## src/rtl/nmr_bstrm_pkg.sv

```systemverilog
// nmr_bstrm_pkg: shared state encoding, instruction layout and command bits for the pulse-sequence engine
package nmr_bstrm_pkg;
  typedef enum logic [2:0] {S_IDLE, S_FETCH, S_WAIT, S_IDLY, S_PLS, S_EDLY, S_FLOW, S_FIN} state_t;
  localparam int CMD_LOOP_END = 0;
  localparam int CMD_LOOP_START = 1;
  localparam int CMD_END = 2;
  localparam int F_CMD_LSB = 0;
  localparam int F_MASK_LSB = 8;
  localparam int F_LOOP_LSB = 16;
  localparam int F_IDLY_LSB = 32;
  localparam int F_PLS_LSB = 64;
  localparam int F_EDLY_LSB = 96;
  typedef struct packed {
    logic [31:0] edly;
    logic [31:0] pls;
    logic [31:0] idly;
    logic [15:0] loop;
    logic [7:0]  mask;
    logic [7:0]  cmd;
  } instr_t;
endpackage

```

## src/rtl/nmr_bstrm_multich_seq_if.sv

```systemverilog
// nmr_bstrm_multich_seq_if: instruction SRAM port between the sequencer and the on-chip RAM
interface nmr_bstrm_multich_seq_if #(
  parameter int AW = 8,
  parameter int DW = 128,
  parameter int BW = 16
);
  logic [AW-1:0] addr;
  logic          cs;
  logic          clken;
  logic          wr;
  logic [DW-1:0] rd_dat;
  logic [DW-1:0] wr_dat;
  logic [BW-1:0] byteen;
  modport master (output addr, cs, clken, wr, wr_dat, byteen, input rd_dat);
  modport slave (input addr, cs, clken, wr, wr_dat, byteen, output rd_dat);
endinterface

```

## src/rtl/nmr_bstrm_loop_stack.sv

```systemverilog
// nmr_bstrm_loop_stack: LIFO of {return address, remaining count} for nested sequence loops
module nmr_bstrm_loop_stack #(
  parameter int DEPTH = 4,
  parameter int AW = 8,
  parameter int LW = 16
) (
  input  logic          clk,
  input  logic          rst,
  input  logic          push,
  input  logic          pop,
  input  logic          dec,
  input  logic          clr,
  input  logic [AW-1:0] push_addr,
  input  logic [LW-1:0] push_cnt,
  output logic [AW-1:0] top_addr,
  output logic [LW-1:0] top_cnt,
  output logic          full,
  output logic          empty
);
  localparam int SPW = $clog2(DEPTH + 1);
  logic [SPW-1:0] sp, top_i;
  logic [AW-1:0] addr_mem [1 << SPW];
  logic [LW-1:0] cnt_mem [1 << SPW];
  assign top_i = sp - SPW'(1);
  assign top_addr = addr_mem[top_i];
  assign top_cnt = cnt_mem[top_i];
  assign full = sp == SPW'(DEPTH);
  assign empty = sp == '0;
  always_ff @(posedge clk) begin
    if (rst || clr) sp <= '0;
    else if (push && !full) begin
      addr_mem[sp] <= push_addr;
      cnt_mem[sp] <= push_cnt;
      sp <= sp + SPW'(1);
    end else if (pop && !empty) sp <= sp - SPW'(1);
    else if (dec && !empty) cnt_mem[top_i] <= cnt_mem[top_i] - LW'(1);
  end
endmodule

```

## src/rtl/nmr_bstrm_multich_seq.sv

```systemverilog
// nmr_bstrm_multich_seq: SRAM-programmed multichannel NMR pulse-sequence engine with nested loops
module nmr_bstrm_multich_seq
  import nmr_bstrm_pkg::*;
#(
  parameter int NUM_CH = 4,
  parameter int IDLY_WIDTH = 32,
  parameter int PLS_WIDTH = 32,
  parameter int EDLY_WIDTH = 32,
  parameter int LOOP_WIDTH = 16,
  parameter int LOOP_DEPTH = 4,
  parameter int SRAM_ADDR_WIDTH = 8,
  parameter int SRAM_DAT_WIDTH = 128,
  parameter int SRAM_BYTEEN_WIDTH = 16,
  parameter int SRAM_RD_LAT = 2
) (
  input  logic                       clk,
  input  logic                       rst,
  input  logic                       start,
  input  logic [SRAM_ADDR_WIDTH-1:0] start_addr,
  input  logic                       abort,
  output logic                       busy,
  output logic                       done,
  output logic                       err,
  output logic [NUM_CH-1:0]          out,
  nmr_bstrm_multich_seq_if.master    sram
);
  localparam int CW0 = IDLY_WIDTH > PLS_WIDTH ? IDLY_WIDTH : PLS_WIDTH;
  localparam int CW = CW0 > EDLY_WIDTH ? CW0 : EDLY_WIDTH;
  localparam int WW = $clog2(SRAM_RD_LAT + 1);
  state_t state, nx_state;
  instr_t ir, wi;
  logic [CW-1:0] cnt, nx_cnt;
  logic [WW-1:0] wcnt;
  logic [SRAM_ADDR_WIDTH-1:0] addr, top_addr;
  logic [LOOP_WIDTH-1:0] top_cnt, lp_cnt;
  logic start_q, cs, full, empty, is_end, is_le, is_ls, in_flow, push, pop, dec, flow_err, unused_bits;
  assign sram.addr = addr;
  assign sram.cs = cs;
  assign sram.clken = cs;
  assign sram.wr = 1'b0;
  assign sram.wr_dat = SRAM_DAT_WIDTH'(0);
  assign sram.byteen = {SRAM_BYTEEN_WIDTH{1'b1}};
  assign unused_bits = ^{ir.cmd[7:3], ir.mask};
  // Next timed phase skips any phase whose length field is zero
  always_comb begin
    wi = state == S_WAIT ? instr_t'(sram.rd_dat) : ir;
    nx_state = (state == S_WAIT && |wi.idly[IDLY_WIDTH-1:0]) ? S_IDLY :
               ((state == S_WAIT || state == S_IDLY) && |wi.pls[PLS_WIDTH-1:0]) ? S_PLS :
               (state != S_EDLY && |wi.edly[EDLY_WIDTH-1:0]) ? S_EDLY : S_FLOW;
    nx_cnt = nx_state == S_IDLY ? CW'(wi.idly[IDLY_WIDTH-1:0]) :
             nx_state == S_PLS ? CW'(wi.pls[PLS_WIDTH-1:0]) : CW'(wi.edly[EDLY_WIDTH-1:0]);
    is_end = ir.cmd[CMD_END];
    is_le = ir.cmd[CMD_LOOP_END] & ~is_end;
    is_ls = ir.cmd[CMD_LOOP_START] & ~is_end & ~ir.cmd[CMD_LOOP_END];
    in_flow = state == S_FLOW && !abort;
    lp_cnt = ir.loop[LOOP_WIDTH-1:0] == '0 ? LOOP_WIDTH'(1) : ir.loop[LOOP_WIDTH-1:0];
    push = in_flow && is_ls && !full;
    pop = in_flow && is_le && !empty && top_cnt <= LOOP_WIDTH'(1);
    dec = in_flow && is_le && !empty && top_cnt > LOOP_WIDTH'(1);
    flow_err = (is_ls && full) || (is_le && empty);
  end
  nmr_bstrm_loop_stack #(.DEPTH(LOOP_DEPTH), .AW(SRAM_ADDR_WIDTH), .LW(LOOP_WIDTH)) u_stack (
    .clk(clk), .rst(rst), .push(push), .pop(pop), .dec(dec), .clr(state == S_FIN),
    .push_addr(addr + SRAM_ADDR_WIDTH'(1)), .push_cnt(lp_cnt),
    .top_addr(top_addr), .top_cnt(top_cnt), .full(full), .empty(empty)
  );
  always_ff @(posedge clk) begin
    if (rst) begin
      state <= S_IDLE;
      ir <= '0;
      cnt <= '0;
      wcnt <= '0;
      addr <= '0;
      start_q <= 1'b0;
      cs <= 1'b0;
      busy <= 1'b0;
      done <= 1'b0;
      err <= 1'b0;
      out <= '0;
    end else begin
      start_q <= start;
      cs <= 1'b0;
      done <= 1'b0;
      out <= (state == S_PLS && !abort) ? ir.mask[NUM_CH-1:0] : '0;
      if (abort && state != S_IDLE && state != S_FIN) begin
        state <= S_FIN;
        done <= 1'b1;
        busy <= 1'b0;
      end else case (state)
        S_IDLE: if (start && !start_q && !abort) begin
          state <= S_FETCH;
          addr <= start_addr;
          busy <= 1'b1;
          err <= 1'b0;
          cs <= 1'b1;
        end
        S_FETCH: begin
          state <= S_WAIT;
          wcnt <= WW'(SRAM_RD_LAT - 1);
        end
        S_WAIT: if (wcnt <= WW'(1)) begin
          ir <= wi;
          state <= nx_state;
          cnt <= nx_cnt;
        end else wcnt <= wcnt - WW'(1);
        S_IDLY, S_PLS, S_EDLY: if (cnt <= CW'(1)) begin
          state <= nx_state;
          cnt <= nx_cnt;
        end else cnt <= cnt - CW'(1);
        S_FLOW: if (is_end || flow_err) begin
          state <= S_FIN;
          done <= 1'b1;
          busy <= 1'b0;
          err <= err | flow_err;
        end else begin
          state <= S_FETCH;
          cs <= 1'b1;
          addr <= dec ? top_addr : addr + SRAM_ADDR_WIDTH'(1);
        end
        default: state <= S_IDLE;
      endcase
    end
  end
endmodule
```

## src/flat_wrapper.sv

```systemverilog
// flat-port wrapper written by rule: the top's interface ports become plain ports
module nmr_bstrm_multich_seq_flat import nmr_bstrm_pkg::*;
#(
  parameter int NUM_CH = 4,
  parameter int IDLY_WIDTH = 32,
  parameter int PLS_WIDTH = 32,
  parameter int EDLY_WIDTH = 32,
  parameter int LOOP_WIDTH = 16,
  parameter int LOOP_DEPTH = 4,
  parameter int SRAM_ADDR_WIDTH = 8,
  parameter int SRAM_DAT_WIDTH = 128,
  parameter int SRAM_BYTEEN_WIDTH = 16,
  parameter int SRAM_RD_LAT = 2
)
  (clk, rst, start, start_addr, abort, busy, done, err, out, sram_addr, sram_cs, sram_clken, sram_wr, sram_wr_dat, sram_byteen, sram_rd_dat);
  nmr_bstrm_multich_seq_if sram_i ();
  input  logic clk;
  input  logic rst;
  input  logic start;
  input  logic [SRAM_ADDR_WIDTH-1:0] start_addr;
  input  logic abort;
  output logic busy;
  output logic done;
  output logic err;
  output logic [NUM_CH-1:0] out;
  output wire logic [$bits(sram_i.addr)-1:0] sram_addr;
  output wire logic [$bits(sram_i.cs)-1:0] sram_cs;
  output wire logic [$bits(sram_i.clken)-1:0] sram_clken;
  output wire logic [$bits(sram_i.wr)-1:0] sram_wr;
  output wire logic [$bits(sram_i.wr_dat)-1:0] sram_wr_dat;
  output wire logic [$bits(sram_i.byteen)-1:0] sram_byteen;
  input wire logic [$bits(sram_i.rd_dat)-1:0] sram_rd_dat;
  assign sram_addr = sram_i.addr;
  assign sram_cs = sram_i.cs;
  assign sram_clken = sram_i.clken;
  assign sram_wr = sram_i.wr;
  assign sram_wr_dat = sram_i.wr_dat;
  assign sram_byteen = sram_i.byteen;
  assign sram_i.rd_dat = sram_rd_dat;
  nmr_bstrm_multich_seq #(.NUM_CH(NUM_CH), .IDLY_WIDTH(IDLY_WIDTH), .PLS_WIDTH(PLS_WIDTH), .EDLY_WIDTH(EDLY_WIDTH), .LOOP_WIDTH(LOOP_WIDTH), .LOOP_DEPTH(LOOP_DEPTH), .SRAM_ADDR_WIDTH(SRAM_ADDR_WIDTH), .SRAM_DAT_WIDTH(SRAM_DAT_WIDTH), .SRAM_BYTEEN_WIDTH(SRAM_BYTEEN_WIDTH), .SRAM_RD_LAT(SRAM_RD_LAT)) u_core (.clk(clk), .rst(rst), .start(start), .start_addr(start_addr), .abort(abort), .busy(busy), .done(done), .err(err), .out(out), .sram(sram_i));
endmodule
```

## config.mk

```make
export PLATFORM = sky130hd
export DESIGN_NAME = nmr_bstrm_multich_seq_flat
export DESIGN_NICKNAME = d
export VERILOG_FILES = /design/src/rtl/nmr_bstrm_pkg.sv /design/src/rtl/nmr_bstrm_multich_seq_if.sv /design/src/rtl/nmr_bstrm_loop_stack.sv /design/src/rtl/nmr_bstrm_multich_seq.sv /design/src/flat_wrapper.sv
export SDC_FILE = /design/constraint.sdc
export NUM_CORES = 1
export LEC_CHECK = 0
export ABC_AREA = 1
export CORE_MARGIN = 2
export CORE_UTILIZATION = 40
export DETAILED_ROUTE_END_ITERATION = 7
export PLACE_DENSITY = 0.72
export SYNTH_ARGS = -nofsm -noshare
export SYNTH_HDL_FRONTEND = slang
export SYNTH_HIERARCHICAL = 1
export SYNTH_SLANG_ARGS = --single-unit
```

## constraint.sdc

```tcl
create_clock -name clk -period 13.15 [get_ports clk]
set_input_delay 1.315 -clock clk [delete_from_list [all_inputs] [get_ports clk]]
set_output_delay 1.315 -clock clk [all_outputs]
set_load 0.05 [all_outputs]
```

# After elaboration in Yosys (flattened, before gate mapping)
# Memories as Yosys holds them, arrays and structs flattened.
# Cells that the tools add are included.
[totals]
reg_bits = 185
mem_bits_rw = 192
in_bits = 140
out_inout_bits = 162
elab_cells = 154
n_memories = 2
[op_classes]
addsub = 6
order_cmp = 4
eq_ne = 20
muxes = 47
bitwise_logic = 8
reduce_logical = 50
[mem_list]
columns = ["memory", "depth", "word_bits", "read_ports", "rd_clocked_by_memory_dff", "wr", "line_no", "source"]
rows = [
  ["u_core.u_stack.cnt_mem", 8, 16, 1, 0, 1, "nmr_bstrm_loop_stack.sv:23", "logic [LW-1:0] cnt_mem [1 << SPW];"],
  ["u_core.u_stack.addr_mem", 8, 8, 1, 0, 1, "nmr_bstrm_loop_stack.sv:22", "logic [AW-1:0] addr_mem [1 << SPW];"],
]
[ops]
columns = ["operator", "n"]
rows = [
  ["128-bit two-way mux", 1],
  ["32-bit two-way mux", 4],
  ["32-bit OR reduction", 3],
  ["32-bit one-hot mux with 2 select lines", 1],
  ["32-bit by 1-bit less-or-equal comparator with 1-bit output, second input constant", 1],
  ["16-bit two-way mux", 2],
  ["32-bit by 1-bit subtractor with 32-bit output, second input constant", 1],
  ["3-bit two-way mux", 10],
  ["8-bit two-way mux", 3],
  ["1-bit logical AND", 20],
  ["3-bit equality test, second input constant", 6],
  ["1-bit two-way mux", 18],
  ["16-bit by 1-bit greater-than comparator with 1-bit output, second input constant", 1],
  ["16-bit by 1-bit less-or-equal comparator with 1-bit output, second input constant", 1],
  ["16-bit zero test", 1],
  ["8-bit one-hot mux with 2 select lines", 1],
  ["16-bit OR reduction", 1],
  ["16-bit by 1-bit subtractor with 16-bit output, second input constant", 1],
  ["3-bit one-hot mux with 5 select lines", 1],
  ["3-bit AND reduction", 5],
  ["3-bit by 2-bit equality test with 1-bit output, second input constant", 3],
  ["3-bit != test, second input constant", 3],
  ["8-bit by 1-bit adder with 8-bit output, second input constant", 1],
  ["2-bit != test, second input constant", 4],
  ["21 further kinds", 42],
]

# Depth between registers and ports, before layout
[logic_depth]
word_depth = 13
depth_mapped = 26

# By module
# The synthesis kept the hierarchy.
[modules_own_cells]
columns = ["module", "n_inst", "cells_per_inst", "area_per_inst_um2", "seq_area_each_um2"]
rows = [
  ["nmr_bstrm_multich_seq", 1, 1755, 11075.6, 3463.3],
  ["nmr_bstrm_loop_stack", 1, 910, 9054.9, 5825.6],
]

# Least setup slack after synthesis
# Ideal clock, no wire load.
[synth_timing]
path_kind = "register -> register"
startpoint = "reg u_core.u_stack.sp[0]"
endpoint = "mem u_core.u_stack.cnt_mem[4][0], enable pin"
setup_time_ns = 0.388
arrival_time_ns = 4.236
setup_slack_ns = 8.525
stages_incl_launch_ff = 24
path_buffers = 8
cell_sequence = "dfxtp_1 -> inv_2 -> buf_4 -> buf_2 -> buf_4 -> clkbuf_1 -> ha_1 -> buf_4 -> buf_2 -> buf_2 -> o21ai_0 -> o22ai_1 -> nand2_1 -> o21ai_1 -> nor4_1 -> nand4_1 -> nor4_1 -> nand2_1 -> nand2_1 -> nor2_1 -> buf_4 -> o21ai_0 -> nand2_1 -> nor2_1"
[synth_rtl]
columns = ["element", "line_no", "source"]
rows = [
  ["from (decl)", "nmr_bstrm_loop_stack.sv:21", "logic [SPW-1:0] sp, top_i;"],
  ["from (signal assigned)", "nmr_bstrm_loop_stack.sv:34", "sp <= sp + SPW'(1);"],
  ["from (signal assigned)", "nmr_bstrm_loop_stack.sv:35", "end else if (pop && !empty) sp <= sp - SPW'(1);"],
  ["3-bit by 1-bit subtractor with 3-bit output *", "nmr_bstrm_loop_stack.sv:24", "assign top_i = sp - SPW'(1);"],
  ["memory 8 x 16 bit *", "n/a", ""],
  ["named net u_core.top_cnt[15]", "nmr_bstrm_multich_seq.sv:35", "logic [LOOP_WIDTH-1:0] top_cnt, lp_cnt;"],
  ["16-bit by 1-bit less-or-equal comparator with 1-bit output *", "nmr_bstrm_multich_seq.sv:58", "pop = in_flow && is_le && !empty && top_cnt <= LOOP_WIDTH'(1);"],
  ["1-bit logical AND *", "nmr_bstrm_multich_seq.sv:58", ""],
  ["named net u_core.pop", "nmr_bstrm_multich_seq.sv:36", "logic start_q, cs, full, empty, is_end, is_le, is_ls, in_flow, push, pop, dec, flow_err, unused_bits;"],
  ["1-bit logical AND *", "nmr_bstrm_loop_stack.sv:35", ""],
  ["1-bit two-way mux *", "nmr_bstrm_loop_stack.sv:35", ""],
  ["1-bit two-way mux *", "nmr_bstrm_loop_stack.sv:31", "else if (push && !full) begin"],
  ["1-bit two-way mux *", "nmr_bstrm_loop_stack.sv:30", "if (rst || clr) sp <= '0;"],
  ["1-bit two-way mux (not written as such) *", "nmr_bstrm_loop_stack.sv:36", "else if (dec && !empty) cnt_mem[top_i] <= cnt_mem[top_i] - LW'(1);"],
  ["16-bit OR reduction (no line)", "n/a", ""],
  ["3-bit two-way mux (no line) or 1-bit two-way mux (tied branches)", "n/a", ""],
  ["to (decl)", "nmr_bstrm_loop_stack.sv:23", ""],
]
# The timed path passes the listed nets; every way through them passes the cells marked *.

# Final worst setup path
[layout_timing]
startpoint = "reg u_core.u_stack.sp[0]"
endpoint = "mem u_core.u_stack.cnt_mem[5][9], enable pin"
[layout_via]
elab_chain_cells = 12
[layout_lines]
columns = ["element", "line_no", "source"]
rows = [
  ["3-bit by 1-bit subtractor with 3-bit output *", "nmr_bstrm_loop_stack.sv:24", ""],
  ["memory 8 x 16 bit *", "n/a", ""],
  ["named net u_core.top_cnt[3]", "nmr_bstrm_multich_seq.sv:35", ""],
  ["16-bit by 1-bit greater-than comparator with 1-bit output *", "nmr_bstrm_multich_seq.sv:59", "dec = in_flow && is_le && !empty && top_cnt > LOOP_WIDTH'(1);"],
  ["1-bit logical AND *", "nmr_bstrm_multich_seq.sv:59", ""],
  ["named net u_core.dec", "nmr_bstrm_multich_seq.sv:36", ""],
  ["1-bit logical AND *", "nmr_bstrm_loop_stack.sv:36", ""],
  ["1-bit two-way mux *", "nmr_bstrm_loop_stack.sv:36", ""],
  ["1-bit two-way mux *", "nmr_bstrm_loop_stack.sv:35", ""],
  ["1-bit two-way mux *", "nmr_bstrm_loop_stack.sv:31", ""],
  ["1-bit two-way mux *", "nmr_bstrm_loop_stack.sv:30", ""],
  ["1-bit two-way mux (not written as such) *", "nmr_bstrm_loop_stack.sv:36", ""],
  ["16-bit OR reduction (no line)", "n/a", ""],
  ["3-bit two-way mux (no line) or 1-bit two-way mux (tied branches)", "n/a", ""],
]
# Marked as above.

==> run_results.csv <==
group,metric,value,unit
outcome,status,"completed",
global_routing,grt_pass1_wl,80000,um
floorplan,die_x,228,um
pwr,p_leak,0.00999,uW
detailed_routing,post_drt_wl_per_cell,14.7,um
finish,antenna_cells,0,
synth,synth_cells,2665,
min_path,hold_path_depth,2,
clocking,clock_sinks,368,
worst_setup_path,max_stage_delay,0.79,ns
pwr,comb_power_share,0.409,
detailed_routing,drc,0,
detailed_routing,routed_via_density,4.80,
worst_setup_path,critPathKind,"reg2reg",
synth,yosysMostFrequentCell,"nand2_1",
timing,slew_headroom,0.355,
detailed_routing,drt_first_iter_violations,1402,
clocking,cts_tree,"built",
finish,drive_above_1_share,0.0488,
detailed_routing,first_pass_iters,5,
pwr,switching_power,1890,uW
floorplan,start_util,0.403,
floorplan,die_area,0.0521,mm^2
worst_setup_path,crit_family,"buffers and inverters",
worst_setup_path,worst-path-max-fanout,63,
clocking,numCtsBuffers,42,
worst_setup_path,critPathLaunchType,"flip-flop",
worst_setup_path,crit_chain,"inv_2 > buf_4 > ha_1 > buf_4 > inv_2 > buf_4 > nand3_1 > nand2_1 > nand2_1 > nand2_1 > nor4_1 > nand4_1 > nand2_1 > inv_1 > nand3_1 > nor2_1 > buf_4 > o21ai_0 > nand2_1 > nor2_1 > buf_4",
synth,yosysWarnings,6,
detailed_routing,via_count,16500,
synth,synthFlopType,"edfxtp_1",
pwr,ir_drop,119,uV
global_routing,grt_max_degree,89,
detailed_routing,ant_nets,0,
synth,yosys.area.top_type,"edfxtp_1",
global_routing,track_usage,0.190,
floorplan,fp.dieH,228,um
timing,drv_slew,0,
clocking,cts.clk_slew.worst_paths,0.06,ns
worst_setup_path,end_kind,"flip-flop",
timing,fin_tns_setup,0,ns
min_path,min-delay-path-class,"reg2reg",
placed_design,place_congestion,0.881,
pwr,total_power,4570,uW
synth,netlist_top_cells_count,"nand2_1, nor2_1, inv_1",
placed_design,dp_hpwl,34100,um
worst_setup_path,required,13.39,ns
pwr,clockPowerShare,0.260,
clocking,clockRootBuffer,"clkbuf_16",
timing,worstMarginPinSlew,0.964,ns
synth,synth-seq-cells,368,
timing,min_period,7.28,ns
synth,synth_edf_count,192,
clocking,htree_levels,2,
global_routing,grt_overflow,0,
timing,hold_viol,0,
detailed_routing,drt_wl_total,50500,um
pwr,switching_share,0.413,
clocking,postCtsSetupBuffers,0,
synth,yosys-top-cells-area,"edfxtp_1, dfxtp_1, nand2_1",
synth,synth_area,0.0201,mm^2
global_routing,grt_pass1_vias,15200,
synth,yosysSeqAreaShare,0.461,
pwr,power_density,201,mW/mm^2
global_routing,antenna_found_initial,2,
synth,async_reset_ff_frac,0,
run,max-cap-violations,0,
timing,max_freq,137,MHz
pwr,internal_power,2680,uW
worst_setup_path,path_buf_inv,8,
floorplan,core_region_area,0.0500,mm^2
placed_design,place.port_buffers,147,
clocking,cts_resized,0,
synth,post_synth.cell_area_avg,7.55,um^2
finish,syn2layout_area_growth,12.7,%
floorplan,core.rowCount,82,
floorplan,io_pins,302,
timing,rsz0062_at_grt,"false",
worst_setup_path,crit_path_top_delay_cell,"dfxtp_2",
worst_setup_path,cp.depth,21,
timing,finalSetupViolations,0,
synth,netlist.area_leader.share,0.286,
timing,period_share,0.554,
pwr,seq_power_share,0.331,
worst_setup_path,worst_r2r_path_depth,21,
synth,synth_cell_types,49,
timing,finalClockSkew,0.0239,ns
clocking,cts_buffer_depth,3,
clocking,insertion_delay,0.56,ns
finish,fin_nets,2879,
clocking,postCtsHoldBufs,0,
worst_setup_path,critPathArrivalTime,7.52,ns
flip-flops by register name (all words and copies together), names as in the netlist:
| name | cells |
|---|---|
| u_core/busy | 1 |
| u_core/u_stack/cnt_mem | 128 |
| u_core/u_stack/addr_mem | 64 |
| u_core/sram.addr | 8 |
| u_core/done | 1 |
| u_core/out | 4 |
| u_core/state | 3 |
| u_core/u_stack/sp | 3 |
| u_core/sram.clken | 1 |
| u_core/cnt | 32 |
| u_core/start_q | 1 |
| u_core/err | 1 |
| u_core/ir | 119 |
| u_core/wcnt | 2 |
metal layers:
layer,global-route usage,routed length (um)
met1,0.246,21500
met2,0.322,24100
met3,0.0289,3180
met4,0.0684,1680
met5,0,0
stage by stage:
step	setup WS (ns)	hold WS, ns	util	cell area (um^2)	instances
floorplan	8.53	0.416	-	20700	2808
finish	5.87	0.438	0.454	22700	3436
global route	5.25	0.471	0.454	22700	3436
detailed placement	5.89	0.431	0.426	21300	3359
global placement	5.85	0.421	0.426	21300	3359
CTS	5.84	0.440	0.454	22700	3436
worst paths after layout:
path,start,to,slack [ns]
worst min register to register,u_core/ir[9],u_core/out[1],0.44
worst min-delay path,u_core/ir[9],u_core/out[1],0.44
worst max register to register,u_core/u_stack/sp[0],u_core/u_stack/cnt_mem[5][9],5.87
worst max-delay path,u_core/u_stack/sp[0],u_core/u_stack/cnt_mem[5][9],5.87
power by group through the flow:
stage                     sequential [uW]  clock [uW]  combinational (uW)
final                                1510        1190                1870
after global routing                 1530        1260                2120
after CTS                            1510        1210                1860
after detailed placement             1530           0                1850
after global placement               1530           0                1830
after floorplan                      1550           0                1440
cell usage in the layout, fill, tap and decap left out, drive strengths merged, types with 9 or more instances in the layout:
cell type | Yosys | layout
inv | 317 | 319
a211oi | 65 | 65
a31oi | 21 | 21
nand4 | 10 | 10
edfxtp | 192 | 192
xor2 | 15 | 15
dfxtp | 176 | 176
buf | 219 | 27
nand2 | 660 | 660
nand3 | 120 | 120
conb | 2 | 145
o22ai | 10 | 10
o21ai | 224 | 224
clkinv | 2 | 14
a21oi | 127 | 127
nor2 | 362 | 362
clkdlybuf4s50 | 0 | 146
nor4 | 9 | 9
nor3 | 23 | 23
clkbuf | 75 | 58
worst min-delay path, delay by kind of cell (launching register included):
kind	cells	cell delay (ns)
buffers and inverters	1	0.06
flip-flops	1	0.30
AND/OR/NAND/NOR	1	0.04
layout make-up:
| class | instances | area (um^2) |
|---|---|---|
| repair buffers | 173 | 1660 |
| inverters | 319 | 1200 |
| multi-input cells | 1827 | 8290 |
| clock inverters | 19 | 208 |
| fillers | 4914 | 27300 |
| well taps | 672 | 841 |
| clock buffers | 58 | 1190 |
| flip-flops and latches | 368 | 9290 |
logic make-up (layout without fill, tap and decap cells):
| logic type | count (synthesis) | in the layout | synth area share |
|---|---|---|---|
| AO/OA/AOI/OAI | 460 | 460 | 0.127 |
| adder cells (fa/ha/maj) | 8 | 8 | 0.00497 |
| flip-flops | 368 | 368 | 0.461 |
| other | 2 | 145 | 0.000373 |
| XOR/XNOR | 22 | 22 | 0.0103 |
| buffers and inverters | 613 | 569 | 0.155 |
| AND/OR/NAND/NOR | 1192 | 1192 | 0.241 |
Note: power is estimated with default switching activity, not from simulation.
